`src/rtl/hesap_pkg.sv`:
```
// hesap_pkg
// Shared constants and helpers for the bit-serial calculator datapath.
// The adder, subtractor and result mux all import this package so that
// operand widths, the result layout and FSM encodings stay in one place.
//   VERI_GENISLIGI  : operand width (Q16.16)
//   SONUC_GENISLIGI : packed result width
//   KESIR_BIT       : fraction bits, also the zero padding below the result
//   BOS/HESAP/BITTI : idle / compute / done state encodings
//   sonuc_paketle   : builds {zeros, carry/borrow, value, fraction zeros}
package hesap_pkg;

   localparam int VERI_GENISLIGI  = 32;
   localparam int SONUC_GENISLIGI = 64;
   localparam int KESIR_BIT       = 16;

   localparam logic [1:0] BOS   = 2'd0;
   localparam logic [1:0] HESAP = 2'd1;
   localparam logic [1:0] BITTI = 2'd2;

   // The flag bit sits directly above the value so the display logic can
   // treat an adder carry and a subtractor borrow the same way.
   function automatic logic [SONUC_GENISLIGI-1:0] sonuc_paketle(
      input logic                      bayrak,
      input logic [VERI_GENISLIGI-1:0] deger
   );
      return {{(SONUC_GENISLIGI-VERI_GENISLIGI-KESIR_BIT-1){1'b0}},
              bayrak, deger, {KESIR_BIT{1'b0}}};
   endfunction

endpackage

```
`src/rtl/tam_cikarici.sv`:
```
// tam_cikarici
// One-bit full subtractor, purely combinational.
//   a    : minuend bit
//   b    : subtrahend bit
//   bin  : borrow in from the lower bit
//   d    : difference bit
//   bout : borrow out to the next bit
module tam_cikarici (
   input  logic a,
   input  logic b,
   input  logic bin,
   output logic d,
   output logic bout
);

   assign d    = a ^ b ^ bin;
   // Borrow when a=0,b=1, or when a==b and a borrow is already pending.
   assign bout = (~a & b) | (~(a ^ b) & bin);

endmodule

```
`src/rtl/cikarma.sv`:
```
// cikarma
// Bit-serial Q16.16 subtractor computing sayi1 - sayi2, one bit per clock,
// LSB first. Result layout matches the bit-serial adder.
//   clk     : clock, rising edge
//   rst_n   : synchronous active-low reset
//   basla   : start strobe, only honoured while hazir=1
//   sayi1   : minuend, captured on the accepting edge
//   sayi2   : subtrahend, captured on the accepting edge
//   sonuc   : {15'b0, odunc, fark[31:0], 16'b0}, held until the next result
//   hazir   : idle, will accept basla
//   gecerli : sonuc/tasma hold a completed result
//   tasma   : two's-complement overflow of the subtraction
module cikarma
   import hesap_pkg::*;
(
   input  logic                       clk,
   input  logic                       rst_n,
   input  logic                       basla,
   input  logic [VERI_GENISLIGI-1:0]  sayi1,
   input  logic [VERI_GENISLIGI-1:0]  sayi2,
   output logic [SONUC_GENISLIGI-1:0] sonuc,
   output logic                       hazir,
   output logic                       gecerli,
   output logic                       tasma
);

   logic [1:0]                durum;
   logic [4:0]                sayac;
   logic [VERI_GENISLIGI-1:0] a_reg;
   logic [VERI_GENISLIGI-1:0] b_reg;
   logic [VERI_GENISLIGI-1:0] fark_reg;
   logic                      odunc_reg;
   logic                      d_bit;
   logic                      bout_bit;

   // Operands stay parallel and are indexed by the counter, so their MSBs
   // are still available for the overflow check once the loop is done.
   tam_cikarici u_tam_cikarici (
      .a    (a_reg[sayac]),
      .b    (b_reg[sayac]),
      .bin  (odunc_reg),
      .d    (d_bit),
      .bout (bout_bit)
   );

   assign hazir = (durum == BOS);

   // Controller: capture operands, walk the 32 bits, then commit the
   // packed result and flags in a single done cycle.
   always_ff @(posedge clk) begin
      if (!rst_n) begin
         durum     <= BOS;
         sayac     <= 5'd0;
         a_reg     <= '0;
         b_reg     <= '0;
         fark_reg  <= '0;
         odunc_reg <= 1'b0;
         sonuc     <= '0;
         tasma     <= 1'b0;
         gecerli   <= 1'b0;
      end else begin
         case (durum)
            BOS: begin
               if (basla) begin
                  a_reg     <= sayi1;
                  b_reg     <= sayi2;
                  sayac     <= 5'd0;
                  odunc_reg <= 1'b0;
                  gecerli   <= 1'b0;
                  durum     <= HESAP;
               end
            end
            HESAP: begin
               fark_reg[sayac] <= d_bit;
               odunc_reg       <= bout_bit;
               sayac           <= sayac + 5'd1;
               if (sayac == 5'd31) begin
                  durum <= BITTI;
               end
            end
            BITTI: begin
               sonuc   <= sonuc_paketle(odunc_reg, fark_reg);
               // Overflow only when operand signs differ and the result
               // sign disagrees with the minuend.
               tasma   <= (a_reg[VERI_GENISLIGI-1] ^ b_reg[VERI_GENISLIGI-1]) &
                          (a_reg[VERI_GENISLIGI-1] ^ fark_reg[VERI_GENISLIGI-1]);
               gecerli <= 1'b1;
               durum   <= BOS;
            end
            default: begin
               durum <= BOS;
            end
         endcase
      end
   end

endmodule

```
`config.mk`:
```
export PLATFORM = sky130hd
export DESIGN_NAME = cikarma
export DESIGN_NICKNAME = d
export VERILOG_FILES = /design/src/rtl/hesap_pkg.sv /design/src/rtl/tam_cikarici.sv /design/src/rtl/cikarma.sv
export SDC_FILE = /design/constraint.sdc
export NUM_CORES = 1
export LEC_CHECK = 0
export ABC_CLOCK_PERIOD_IN_PS = 4700
export CAP_MARGIN = 20
export CORE_MARGIN = 2
export CORE_UTILIZATION = 49
export CTS_CLUSTER_SIZE = 24
export DETAILED_ROUTE_END_ITERATION = 12
export PLACE_DENSITY = 0.82
export SLEW_MARGIN = 20
export SYNTH_ARGS = -nofsm -noshare
export SYNTH_HDL_FRONTEND = slang
export SYNTH_SLANG_ARGS = --single-unit
```
`constraint.sdc`:
```
create_clock -name clk -period 4.7 [get_ports clk]
set_input_delay 0.94 -clock clk [delete_from_list [all_inputs] [get_ports clk]]
set_output_delay 0.94 -clock clk [all_outputs]
set_load 0.05 [all_outputs]
```
==> summary by stage <==
Status
The run finished with clean final reports.

STA
The max-slew violation total from the final report came to 0. The worst hold margin is 0.4581 ns. The hold violation total from the final report is 0. Static timing analysis puts the maximum clock frequency at 312.2 MHz. Setup repair after global routing left no endpoint under its margin. The relative slew slack is 0.3663. The minimum setup slack in the final design is 1.497 ns. Setup violations remaining at the end of the flow were counted as 0.

The measured slew at the worst slew-check pin is 0.9506 ns. In the finished design, the share of the clock period the worst path needs comes to 0.6815. The final critical-path required period is 3.203 ns. The post-route setup TNS is 0 ns. For the final database, setup skew stands at 0.005622 ns.

Global routing
Across every metal layer, demand over resource in global routing totals 0.2090. In this run the most used layer during global routing was met2. The met1 capacity usage during global routing is 0.2777. The via count of the first global-routing pass is 4,570.

In the global route stage, met2 resource usage came out at 0.3264. The largest net degree at the start of global routing is 140. The met3 routing resource usage after global routing is 0.06231. The first-pass GRT wire length is 22,130 um.

The total grt overflow is 0. The initial antenna violation count is 0.

Layout
Counting flops per register, the top entry is sonuc. The synthesis-to-finish area growth is 22.94%. The final layout net count is 879.

The repair_antennas step left the layout with diodes totalling 0. The flip-flop count of the largest register after layout is 33. The final standard cell area without fillers is 7665 sq um. In the final layout, the share of cells above drive strength 1 is 0.05386.

Leaving out fill and tap cells, the most frequent cell in the layout is nand2_1. In the layout the commonest cells are nand2_1 (202), dfxtp_1 (138), a21boi_0 (131).

Placed design
The placement-stage worst setup slack is 1.531 ns. The congestion estimate from routability-driven global placement came to 0.7777. The wire-length estimate of the detail-placed layout is 8889 um. The total of buffers placed on input and output ports is 102.

Once placement finished, the instance area stood at 7123 sq um.

Clocking
Clock-pin slew was measured on the worst setup and hold paths at 0.06 ns. The later pin in the worst-skew pair is clocked with a latency of 0.42 ns. Buffers inserted to repair hold after CTS numbered 0. The root buffer selected by CTS is clkbuf_16. The post-CTS resize count is 0.

TritonCTS built the clock tree. In this run the deepest clock path goes through 2 buffers. The count of H-tree levels built during CTS is 4. The number of buffers inserted by post-CTS setup repair is 0. The tree built by TritonCTS fans out to 139 sinks.

The number of buffers created by CTS is 17.

Setup path
The worst setup path is launched from a flop. In this run the register-to-register setup slack is 1.50 ns. The length in cells of the worst reg-to-reg path is 8. The critical path is of the reg -> reg type.

The terminus of the critical flop-to-flop path is fark_reg[31]. For the worst setup path, the data arrival time is 3.50 ns. In this run the worst path has a maximum fanout of 33. The delay of the slowest critical-path stage is 0.95 ns.

Data on the critical path is required at its endpoint by 5.00 ns. The startpoint identified for the worst register-to-register timing path is sayac[1]. The capturing element type of the critical path is a flop. The cell with the largest stage delay on the worst path is dfxtp_2. Walking the worst path, the cells encountered are mux2i_1, o21ai_0, or4_1, a222oi_1, fa_1, buf_4, nand3_1, a21boi_0.

Die
The starting utilization of the core area is 0.4981. The core region is 12,520 sq um. Measured along the y axis, the die boundary spans 116.8 um.

The floorplan has 41 rows. The area of the die is 13,640 sq um. The die is 116.8 um wide. The total I/O pin count is 134.

Worst hold path
For hold timing, the worst endpoint is sonuc[46]. Counting instances, the worst hold path has a depth of 2. The tightest min-delay check is of the reg -> reg type. The worst hold path begins at fark_reg[30].

Detailed routing
The number of remaining DRC errors is 0. The via total after detailed routing is 5,029. For this run, the detailed router's first-pass iteration total came to 4. In the routed layout, each cell is associated on average with a via count of 5.085. In the final routed layout, each cell accounts on average for 13.67 um.

The detail route stage leaves a number of antenna-violating nets equal to 0. The number of violations reported at the end of detailed-routing iteration 0 is 336. Summed over all layers, the routed wires come to 13,520 um.

Synth
The number of distinct library cells after synthesis is 40. The synthesized design contains 0 enable-type register cells. The number of cells produced by synthesis is 740.

For this run, the leading register cell type out of synthesis is dfxtp_1. In this run the cell area of the synthesized design comes to 6235 sq um. Counting flops and latches in the post-synthesis netlist gives 139. The part of the Yosys area used for sequential elements is 0.4463. Averaged over all synthesized cells, the footprint is 8.425 sq um. The Yosys step of the flow raised 0 warnings. The async set-reset flop share out of synthesis is 0.

Pwr
IR analysis of the VDD net gives a maximum drop of 0.0002438 V. The total leakage power is 2.655 nW. The total power consumption of the routed design is 2.689 mW. For this design the ratio of total power to cell area is 350.8 nW/um^2.

Job
Across the run, the number of max-cap violations was 0.
[synth_stat cells (2+ instances only)]
library cell	count	area [sq um]
dfxtp_1	139	2783
buf_2	7	35.03
nand2_1	202	758.2
nor2_1	9	33.78
nor2b_1	3	18.77
a21boi_0	131	983.4
buf_6	2	22.52
and2_1	8	50.05
clkbuf_1	45	168.9
mux4_2	4	90.09
nand2b_1	2	12.51
buf_1	5	18.77
nor4_1	2	12.51
nor3b_1	3	22.52
o22ai_1	8	50.05
or4_1	2	15.01
and3_1	4	25.02
nand3_1	37	185.2
and3b_1	2	17.52
buf_4	31	232.7
or3b_1	3	26.28
inv_1	3	11.26
ha_1	5	62.56
o21ai_0	40	200.2
o21a_1	2	15.01
nor3_1	2	10.01
nand3b_1	3	22.52
mux2i_1	24	240.2
[through the flow]
stage / util / instances
after floorplan: - / 770
after global placement: 0.5691 / 958
after detailed placement: 0.5691 / 958
after CTS: 0.6099 / 988
after global routing: 0.6124 / 989
final: 0.6124 / 989
[cells by family (layout without fill, tap and decap cells)]
group,count (synthesis),count (layout),share of synthesized area
compound gates,186,186,0.2067
flops,139,139,0.4463
simple gates,286,286,0.1985
other cells,1,31,0.0006015
buf+inv,94,141,0.08168
fa+ha+maj,6,6,0.01325
mux,28,28,0.05298
[where the power goes]
part / internal (mW) / switching (mW)
sequential: 1.22 / 0.0268
combinational: 0.114 / 0.172
clock: 0.686 / 0.475
total: 2.02 / 0.673
[worst max path at each step]
stage,startpoint,endpoint,slack [ns],cells after the start
final,sayac[1],fark_reg[31],1.50,8
after global routing,sayac[1],fark_reg[22],1.25,8
after CTS,sayac[1],fark_reg[31],1.52,8
after detailed placement,sayac[1],fark_reg[23],1.53,8
after global placement,sayac[1],fark_reg[31],1.57,8
after floorplan,sayac[1],fark_reg[4],1.97,11
[critical path, delay by kind of cell, from the launching register on]
family | cells | cell delay, ns
fa+ha+maj | 1 | 0.48
buf+inv | 1 | 0.25
compound gates | 3 | 0.50
flops | 1 | 0.95
simple gates | 2 | 0.61
mux | 1 | 0.28
[per-layer routing]
metal | vias to the layer above | wire length, um
met5 | - | 0
met4 | 0 | 219
met3 | 18 | 728
met2 | 143 | 6395
met1 | 2304 | 6174
li1 | 2564 | -
[layout make-up]
type	count	area (sq um)
fillers	1113	4852
multi-input cells	537	3059
flip-flops and latches	139	2784
repair buffers	108	1085
clock buffers	21	460.4
well taps	172	215.2
clock inverters	9	50.05
inverters	3	11.26
No activity file was read; power rests on OpenSTA's default activity.
